<file path="config.mk">
export PLATFORM = sky130hd
export DESIGN_NAME = modulo_controlador_temporizador
export DESIGN_NICKNAME = d
export VERILOG_FILES = /design/src/rtl/modulo_temporizador_pkg.sv /design/src/rtl/modulo_prescaler.sv /design/src/rtl/modulo_controlador_temporizador.sv
export SDC_FILE = /design/constraint.sdc
export NUM_CORES = 1
export LEC_CHECK = 0
export BUFFER_PORTS_ARGS = -buffer_cell sky130_fd_sc_hd__buf_2
export CAP_MARGIN = 15
export CORE_AREA = 4 4 69 71
export CTS_CLUSTER_DIAMETER = 30
export DETAILED_ROUTE_END_ITERATION = 8
export DIE_AREA = 0 0 73 75
export PLACE_DENSITY = 0.69
export SLEW_MARGIN = 20
export SYNTH_ARGS = -nofsm -noshare
export SYNTH_HDL_FRONTEND = slang
export SYNTH_HIERARCHICAL = 1
export SYNTH_SLANG_ARGS = --single-unit
</file>
<file path="constraint.sdc">
create_clock -name clock -period 5.5 [get_ports clock]
set_input_delay 0.275 -clock clock [delete_from_list [all_inputs] [get_ports clock]]
set_output_delay 0.275 -clock clock [all_outputs]
set_load 0.01 [all_outputs]
</file>
<file path="src/rtl/modulo_temporizador_pkg.sv">
// Shared definitions for the timer controller: FSM state encoding, the four
// prescaler divisors and a helper that maps the divisor select to a divisor.
package modulo_temporizador_pkg;

  typedef enum logic [1:0] {
    IDLE     = 2'b00,
    CONTANDO = 2'b01,
    PAUSADO  = 2'b10,
    FIM      = 2'b11
  } estado_t;

  localparam int unsigned DIV_16    = 16;
  localparam int unsigned DIV_256   = 256;
  localparam int unsigned DIV_4096  = 4096;
  localparam int unsigned DIV_65536 = 65536;

  // Number of clock cycles per tick for a given sel_div code.
  function automatic int unsigned divisor_of(input logic [1:0] sel);
    int unsigned result;
    result = DIV_16;
    unique case (sel)
      2'b00: result = DIV_16;
      2'b01: result = DIV_256;
      2'b10: result = DIV_4096;
      2'b11: result = DIV_65536;
    endcase
    return result;
  endfunction

endpackage

</file>
<file path="src/rtl/modulo_prescaler.sv">
// Prescaler for the timer controller: a synchronous counter that advances
// while enabled, wraps to zero after reaching 'limit' and pulses 'tick' for
// the single cycle the count sits at the limit.
//
// Ports:
//   clock  - system clock, rising edge
//   clear  - asynchronous active-low reset
//   enable - count this cycle (counter frozen when low)
//   zero   - synchronous clear to zero, overrides enable
//   limit  - divisor minus one
//   tick   - high while enabled and count == limit
module modulo_prescaler #(
  parameter int PRESC_W = 16
) (
  input  logic               clock,
  input  logic               clear,
  input  logic               enable,
  input  logic               zero,
  input  logic [PRESC_W-1:0] limit,
  output logic               tick
);

  logic [PRESC_W-1:0] count;
  logic               at_limit;

  assign at_limit = (count == limit);
  assign tick     = enable & at_limit;

  // Counter register; the wrap happens on the same edge that consumes the tick.
  always_ff @(posedge clock or negedge clear) begin
    if (!clear) begin
      count <= '0;
    end else if (zero) begin
      count <= '0;
    end else if (enable) begin
      count <= at_limit ? '0 : count + PRESC_W'(1);
    end
  end

endmodule

</file>
<file path="src/rtl/modulo_controlador_temporizador.sv">
// Timer controller: counts 'period' ticks of a selectable prescaler, with
// pause/resume, cancel and a one-cycle completion pulse.
//
// Ports:
//   clock     - system clock, rising edge
//   clear     - asynchronous active-low reset
//   start     - begin a run (only honoured in IDLE)
//   pause     - level, holds the run while high
//   cancel    - abort a run in progress, highest priority
//   sel_div   - tick divisor select (16/256/4096/65536 clocks)
//   period    - ticks per run, captured with start
//   busy      - run in progress (CONTANDO or PAUSADO)
//   done      - one-cycle completion pulse (state FIM)
//   tick      - one-cycle pulse per elapsed prescaler period
//   remaining - ticks left in the current run
//   estado    - current state encoding
module modulo_controlador_temporizador
  import modulo_temporizador_pkg::*;
#(
  parameter int PRESC_W = 16,
  parameter int CNT_W   = 8
) (
  input  logic             clock,
  input  logic             clear,
  input  logic             start,
  input  logic             pause,
  input  logic             cancel,
  input  logic [1:0]       sel_div,
  input  logic [CNT_W-1:0] period,
  output logic             busy,
  output logic             done,
  output logic             tick,
  output logic [CNT_W-1:0] remaining,
  output logic [1:0]       estado
);

  estado_t            state, state_next;
  logic [CNT_W-1:0]   rem_q, rem_next;
  logic [1:0]         sel_q, sel_next;
  logic [PRESC_W-1:0] limit;
  logic               presc_tick;
  logic               presc_enable;
  logic               presc_zero;

  // The divisor is taken from the select captured at start, so changes on
  // sel_div during a run cannot disturb it.
  assign limit        = PRESC_W'(divisor_of(sel_q) - 32'd1);
  assign presc_enable = (state == CONTANDO);
  // Hold the prescaler at zero outside a run and on cancel; PAUSADO keeps it.
  assign presc_zero   = (state == IDLE) || (state == FIM) || (busy && cancel);

  modulo_prescaler #(
    .PRESC_W (PRESC_W)
  ) u_prescaler (
    .clock  (clock),
    .clear  (clear),
    .enable (presc_enable),
    .zero   (presc_zero),
    .limit  (limit),
    .tick   (presc_tick)
  );

  // State, remaining count and captured divisor select.
  always_ff @(posedge clock or negedge clear) begin
    if (!clear) begin
      state <= IDLE;
      rem_q <= '0;
      sel_q <= '0;
    end else begin
      state <= state_next;
      rem_q <= rem_next;
      sel_q <= sel_next;
    end
  end

  // Next-state logic. Within CONTANDO the order is cancel, then tick (and
  // completion), then pause, so a tick landing with pause is still counted.
  always_comb begin
    state_next = state;
    rem_next   = rem_q;
    sel_next   = sel_q;
    unique case (state)
      IDLE: begin
        if (start) begin
          if (period != '0) begin
            rem_next   = period;
            sel_next   = sel_div;
            state_next = CONTANDO;
          end else begin
            state_next = FIM;
          end
        end
      end
      CONTANDO: begin
        if (cancel) begin
          rem_next   = '0;
          state_next = IDLE;
        end else if (presc_tick) begin
          if (rem_q <= CNT_W'(1)) begin
            rem_next   = '0;
            state_next = FIM;
          end else begin
            rem_next = rem_q - CNT_W'(1);
            if (pause) begin
              state_next = PAUSADO;
            end
          end
        end else if (pause) begin
          state_next = PAUSADO;
        end
      end
      PAUSADO: begin
        if (cancel) begin
          rem_next   = '0;
          state_next = IDLE;
        end else if (!pause) begin
          state_next = CONTANDO;
        end
      end
      FIM: begin
        rem_next   = '0;
        state_next = IDLE;
      end
    endcase
  end

  assign busy      = (state == CONTANDO) || (state == PAUSADO);
  assign done      = (state == FIM);
  assign tick      = presc_tick;
  assign remaining = rem_q;
  assign estado    = state;

endmodule

</file>
==> results.md, run 1 <==
- CTS Buffer Depth: 2
- DP Area: 2188 sq um
- Post-synthesis sequential element count: 28
- Worst Skew: 0.002905 ns
- Gpl congestion: 0.8490
- Final hold slack: 0.0003388 ns
- Max_slew headroom: 0.4139
- Input/output buffers: 27
- Outcome: completed
- Final critical-path setup slack: 2.476 ns
- Async S/R FF share, synth: 1.000
- ANT cells: 0
- Initial antenna violation count: 0
- # Post-CTS Setup Buffers: 0
- Worst-margin pin slew: 0.8751 ns
- Flip-flop and latch area: 700.7 sq um
- Mapped Area: 2026 sq um
- # rows: 24
- Die Wd: 73 um
- Layout Nets: 265
- Main flop type after synthesis: dfrtp_1
- Internal: 570.3 uW
- Final hold vios: 0
- Global-route wire length before repair: 7038 um
- Clk_lat worst skew: 0.28 ns
- DP Wirelength: 3225 um
- PD cells: 451.7 nW/um^2
- Fmax: 330.7 MHz
- EDFF count, synth: 0
- Unrepaired setup endpoints after global routing: false
- Die area: 5475 sq um
- Worst EP arrival: 3.20 ns
- Setup violations, final: 0
- Gr usage total: 0.1618
- Drt pass-1 iters: 4
- Clock slew at reported path FFs: 0.10 ns
- Yosys cell types: 53
- Mux contribution to synthesized area: 0.03335
- Drt via density: 5.486
- Area Overhead vs Synth: 11.55%
- DR DRC count: 0
- Worst min path class: in -> async
- Crit. End Element: register
- Vias in the first global route: 1492
- Critical Setup Path Class: reg -> reg
- H-Tree Depth: 1
- Pin count of the biggest net entering global routing: 29
- Die Ht: 75 um
- DRT iter0 DRCs: 86
- Setup TNS: 0 ns
- Placed Cells: 288
- Max Cap Violations: 0
- Post-Synth Simple-Gate Area: 0.2248
- Post-synthesis sequential area ratio: 0.3459
- CP required: 5.67 ns
- Share of cells above drive strength 1: 0.2500
- I/O pin count: 28
- Total net switching power: 450.5 uW
- CP Max Fanout: 8
- TritonCTS Buffers: 3
- Reg2reg setup slack: 2.48 ns
- Post-route insts no fill: 292
- Fillers: 390
- RR Endpoint: remaining[1]
- TritonCTS Sinks: 28
- Most common cell in the netlist: dfrtp_1
- Cts repair resizes: 0
- Top cell type's share of synthesized area: 0.3459
- Critical R2R Launch: sel_q[1]
- Core footprint: 4234 sq um
- CTS tree: done
- Mean Syn Cell Area: 9.555 sq um
- CP startpoint kind: register
- Grt ovf: 0
- Root Buffer: clkbuf_8
- Max VDD drop: 0.2732 mV
- Compound-Gate Fraction of Synth Area: 0.1563
- Adder-Cell Fraction of Synth Area: 0.05559
- Min Clock Period, post-route: 3.024 ns
- Area of the multi-input gates: 1212 sq um
- Leak Pwr: 1.036 nW
- Synth Area in XOR/XNOR: 0.1211
- Clock power share: 0.163
- Synth area leaders: dfrtp_1, xor2_1, ha_1
- Final Max Tran Viols: 0
- YS warnings: 6
- Synth area leader: dfrtp_1
- DR vias: 1602
- Logic pwr share: 0.546
- Pre-CTS setup slack: 2.495 ns
- R2R depth: 11
- Sw frac: 0.4413
- Final period utilization: 0.5498
- Wire length per cell after detailed routing: 14.67 um
- Gate Count Post-Synth: 212
- Commonest cells post-synth: dfrtp_1, xor2_1, inv_1
- Hold buffers post-CTS: 0
- Antenna viol nets, final: 0
- Sequential share of power: 0.291
- Util after Layout: 0.5337
- WL final: 4284 um
- Starting Density: 0.4784
- Largest family of logic cells by synthesized area: simple AND/OR/NAND/NOR gates
- Post-route cell area: 2260 sq um
- Final Total Pwr: 1.021 mW
-- power groups by stage --
stage / Combinational, mW / Sequential [mW] / Clock, mW
floorplan: 0.436 / 0.305 / 0
global placement: 0.556 / 0.298 / 0
detailed placement: 0.555 / 0.301 / 0
CTS: 0.558 / 0.297 / 0.171
global route: 0.617 / 0.306 / 0.175
finish: 0.558 / 0.297 / 0.166
-- flip-flops by register name (all words and copies together), names as in the netlist --
register	count
estado	2
remaining	8
sel_q	2
u_prescaler/count	16
-- worst max-delay path, cell delays in order, from the launching register on --
cell and delay (ns):
dfrtp_1 0.41, or2_2 0.37, ha_1 0.30, inv_1 0.04
xor2_1 0.14, nor4_2 0.28, nand4_2 0.22, nor2_1 0.27
nand2b_1 0.14, a21oi_1 0.17, a21o_4 0.28, mux2_4 0.30
-- routing by layer --
metal | routed length, um | share of wire | track usage
met1 | 2109 | 0.49 | 0.2321
met2 | 1998 | 0.47 | 0.2602
met3 | 157 | 0.037 | 0.01335
met4 | 19 | 0.0044 | 0.04918
met5 | 0 | 0 | 0
-- layout make-up --
cell class	instances	area share
multi-input cells	161	0.5365
inverters	20	0.03322
well taps	52	0.02879
clock buffers	3	0.01827
repair buffers	27	0.05980
clock inverters	1	0.01329
flip-flops and latches	28	0.3101
-- worst max-delay path by stage --
stage | start | to | cells past startpoint
floorplan | sel_q[1] | remaining[1] | 12
global placement | sel_q[1] | remaining[1] | 11
detailed placement | sel_q[1] | remaining[1] | 11
CTS | sel_q[1] | remaining[1] | 11
global route | sel_q[1] | remaining[1] | 11
finish | sel_q[1] | remaining[1] | 11
-- layout by cell type (no fill, tap or decap), types with 3 or more instances in the layout --
cell and count:
nor2_2 10, conb_1 4, ha_1 9, nand2b_1 4, inv_1 20, a22oi_1 3, nor4_2 4, a21oi_1 6
nand3_1 8, a32oi_1 5, o22ai_1 6, mux2i_1 3, a221oi_1 5, xnor2_1 6, dfrtp_1 28, xor2_1 22
clkbuf_8 3, nor3_1 7, nor2b_1 3, buf_2 27, nand2_1 10, nor2_1 10
-- cell families (layout without fill, tap and decap cells) --
| logic type | Yosys count | after routing |
|---|---|---|
| other cells | 1 | 4 |
| simple gates | 75 | 75 |
| xor+xnor | 28 | 28 |
| mux | 6 | 6 |
| flops | 28 | 28 |
| compound gates | 39 | 39 |
| buf+inv | 26 | 51 |
| fa+ha+maj | 9 | 9 |
(Power assumes the default switching activity.)
==> run 2, diff against run 1 <==
--- a/config.mk
+++ b/config.mk
@@ -5,12 +5,13 @@
 export SDC_FILE = /design/constraint.sdc
 export NUM_CORES = 1
 export LEC_CHECK = 0
+export ABC_AREA = 1
 export BUFFER_PORTS_ARGS = -buffer_cell sky130_fd_sc_hd__buf_2
 export CAP_MARGIN = 15
-export CORE_AREA = 4 4 69 71
+export CORE_AREA = 4 4 73 75
 export CTS_CLUSTER_DIAMETER = 30
 export DETAILED_ROUTE_END_ITERATION = 8
-export DIE_AREA = 0 0 73 75
+export DIE_AREA = 0 0 77 79
 export PLACE_DENSITY = 0.69
 export SLEW_MARGIN = 20
 export SYNTH_ARGS = -nofsm -noshare
==> constraint.sdc (replaced) <==
create_clock -name clock -period 2.9 [get_ports clock]
set_input_delay 0.145 -clock clock [delete_from_list [all_inputs] [get_ports clock]]
set_output_delay 0.145 -clock clock [all_outputs]
set_load 0.01 [all_outputs]
==> results.md, run 2 <==
- PD cells: 785.2 nW/um^2 (+74%)
- Worst min path class: in -> reg
- # rows: 25 (+4.2%)
- Drt via density: 4.745 (-14%)
- CTS tree: done
- DRT iter0 DRCs: 125 (+45%)
- Root Buffer: clkbuf_8
- Synth area leaders: dfrtp_1, nand2_1, nor2_1
- Async S/R FF share, synth: 1.000 (unchanged)
- RR Endpoint: remaining[5]
- Antenna viol nets, final: 0 (unchanged)
- TritonCTS Buffers: 3 (unchanged)
- Util after Layout: 0.5495 (+0.01584)
- Most common cell after layout, fill and taps aside: nand2_1
- Clock slew at reported path FFs: 0.10 ns (about the same)
- Hold Startpoint: sel_div[1]
- EDFF count, synth: 0 (unchanged)
- I/O pin count: 28 (unchanged)
- Worst path slowest cell: dfrtp_1
- ANT cells: 0 (unchanged)
- Setup TNS: 0 ns (unchanged)
- Max FFs per register: 16 (unchanged)
- Worst-margin pin slew: 0.7900 ns (-0.08508 ns)
- Main flop type after synthesis: dfrtp_1
- Most common cell in the netlist: nand2_1
- Top cell type's share of synthesized area: 0.3058 (-0.04005)
- Setup violations, final: 0 (unchanged)
- Starting Density: 0.4915 (+0.01312)
- Post-synthesis sequential area ratio: 0.3058 (-0.04005)
- Worst hold stages: 3
- Mapped Area: 2291 sq um (+13%)
- Area Overhead vs Synth: 11.80%
- Max_slew headroom: 0.4714 (+0.05750)
- Die area: 6083 sq um (+11%)
- Pin count of the biggest net entering global routing: 29 (unchanged)
- Grt ovf: 0 (unchanged)
- Vias in the first global route: 2106 (+41%)
- Most frequent cells in the layout: nand2_1, nor2_1, inv_1
- Initial antenna violation count: 0 (unchanged)
- CP required: 3.07 ns (-2.60 ns)
- DR vias: 2178 (+36%)
- Flip-flop and latch area: 700.7 sq um (unchanged)
- Post-synthesis sequential element count: 28 (unchanged)
- WL final: 5038 um (+18%)
- Global-route wire length before repair: 9142 um (+30%)
- Core footprint: 4661 sq um (+10%)
- Worst Skew: 0.004447 ns (+0.001542 ns)
- Final Max Tran Viols: 0 (unchanged)
- CP startpoint kind: register
- Reg2reg setup slack: 0.43 ns (-2.05 ns)
- Input/output buffers: 27 (unchanged)
- Setup crit start: sel_q[1]
- CP Max Fanout: 8 (unchanged)
- Synth area leader: dfrtp_1
- Max stage delay on crit path: 0.39 ns (-0.02 ns)
- # Post-CTS Setup Buffers: 0 (unchanged)
- Layout Nets: 430 (+62%)
- Max VDD drop: 0.4803 mV (+76%)
- Outcome: completed
- Fmax: 404.2 MHz (+22%)
- Mean Syn Cell Area: 6.209 sq um (-35%)
- Unrepaired setup endpoints after global routing: false
- Gpl congestion: 0.8355 (-1.6%)
- Top reg by flops: u_prescaler/count
- Leak Pwr: 1.380 nW (+33%)
- Die Ht: 79 um (+5.3%)
- Setup crit end: remaining[5]
- Area of the multi-input gates: 1368 sq um (+13%)
- Yosys cell types: 27 (-49%)
- R2R depth: 17 (+6)
- Cts repair resizes: 0 (unchanged)
- Hold buffers post-CTS: 1 (+1)
- Die Wd: 77 um (+5.5%)
- Final period utilization: 0.8531 (+0.3033)
- Final hold vios: 0 (unchanged)
- DP Wirelength: 3988 um (+24%)
- Crit. End Element: register
- Fillers: 479 (+23%)
- Critical R2R Launch: sel_q[1]
- Clk_lat worst skew: 0.28 ns (about the same)
- Min Clock Period, post-route: 2.474 ns (-0.5500 ns)
- Share of cells above drive strength 1: 0.1481 (-0.1019)
- YS warnings: 6 (unchanged)
- TritonCTS Sinks: 28 (unchanged)
- Worst EP arrival: 2.65 ns (-0.55 ns)
- DR DRC count: 0 (unchanged)
- Drt pass-1 iters: 4 (unchanged)
- Critical Setup Path Class: reg -> reg
- CP Cell Sequence: inv_1 > nand2_1 > ha_1 > inv_1 > inv_1 > nand2_1 > nand2_1 > nor2_1 > nand2_1 > nor2_1 > nand3_2 > inv_1 > nor2_1 > nor2_4 > nand2_4 > nor2_1 > a21oi_2
- Gr usage total: 0.1806 (+0.01877)
- Gate Count Post-Synth: 369 (+74%)
- Wire length per cell after detailed routing: 10.98 um (-25%)
- Max Cap Violations: 0 (unchanged)
- Commonest cells post-synth: nand2_1, nor2_1, inv_1, dfrtp_1, nand3_1
- CTS Buffer Depth: 2 (unchanged)
- H-Tree Depth: 1 (unchanged)
-- run 2: cell count changes in the layout (fill, tap and decap cells not counted), sizes merged, moves of 5 or more --
cell,previous run,this run
nand2,10,137
nor2,20,76
inv,20,60
xor2,22,9
o21ai,3,14
nand3,8,16
o22ai,6,0
a221oi,5,0
a32oi,5,0
nor4,5,0
-- run 2: metal layers --
metal  share of wire  track usage  vias to the layer above
met5               0            0                        -
met4          0.0050      0.03737                        0
met3           0.042      0.02268                        2
met2            0.48       0.3214                       46
met1            0.47       0.2361                      969
li1                -            -                     1161
-- run 2: logic make-up after synthesis --
logic type	Yosys count	synth area share
compound gates	22	0.05461
fa+ha+maj	9	0.04915
xor+xnor	11	0.04206
simple gates	235	0.4380
other cells	1	0.001637
buf+inv	63	0.1087
flops	28	0.3058
-- run 2: area by class of cell --
type	instances	share of cell area
well taps	54	0.02638
inverters	60	0.08793
repair buffers	28	0.05667
clock buffers	4	0.02149
multi-input cells	285	0.5340
flip-flops and latches	28	0.2736
-- run 2: how the worst min path moves through the flow --
stage                           end  slack (ns)
2_1_floorplan             estado[0]       -0.15
3_3_place_gp               sel_q[1]        0.21
3_5_place_dp   u_prescaler/count[7]        0.22
4_1_cts                    sel_q[1]        0.07
5_1_grt                    sel_q[1]        0.07
6_report                   sel_q[1]        0.07
-- run 2: power by group --
group	internal, mW	switching (mW)	total (mW)
clock network	0.122	0.130	0.251
logic	0.419	0.742	1.16
registers	0.480	0.120	0.599
-- run 2: stage by stage --
step / instances / hold WS, ns / power, mW / setup WS (ns) / instance area, sq um
after floorplan: 376 / -0.1506 / 1.505 / 0.7566 / 2317
after global placement: 454 / 0.2110 / 1.746 / 0.4386 / 2496
after detailed placement: 454 / 0.2166 / 1.773 / 0.4645 / 2496
after CTS: 459 / 0.07031 / 2.033 / 0.4225 / 2561
after global routing: 459 / 0.07427 / 2.229 / 0.1148 / 2561
final: 459 / 0.06985 / 2.011 / 0.4260 / 2561
-- run 2: worst max-delay path, delay by kind of cell (launching register included) --
family          cells  cell delay [ns]
fa+ha+maj           1             0.34
simple gates       11             1.30
buf+inv             4             0.30
flops               1             0.39
compound gates      1             0.07
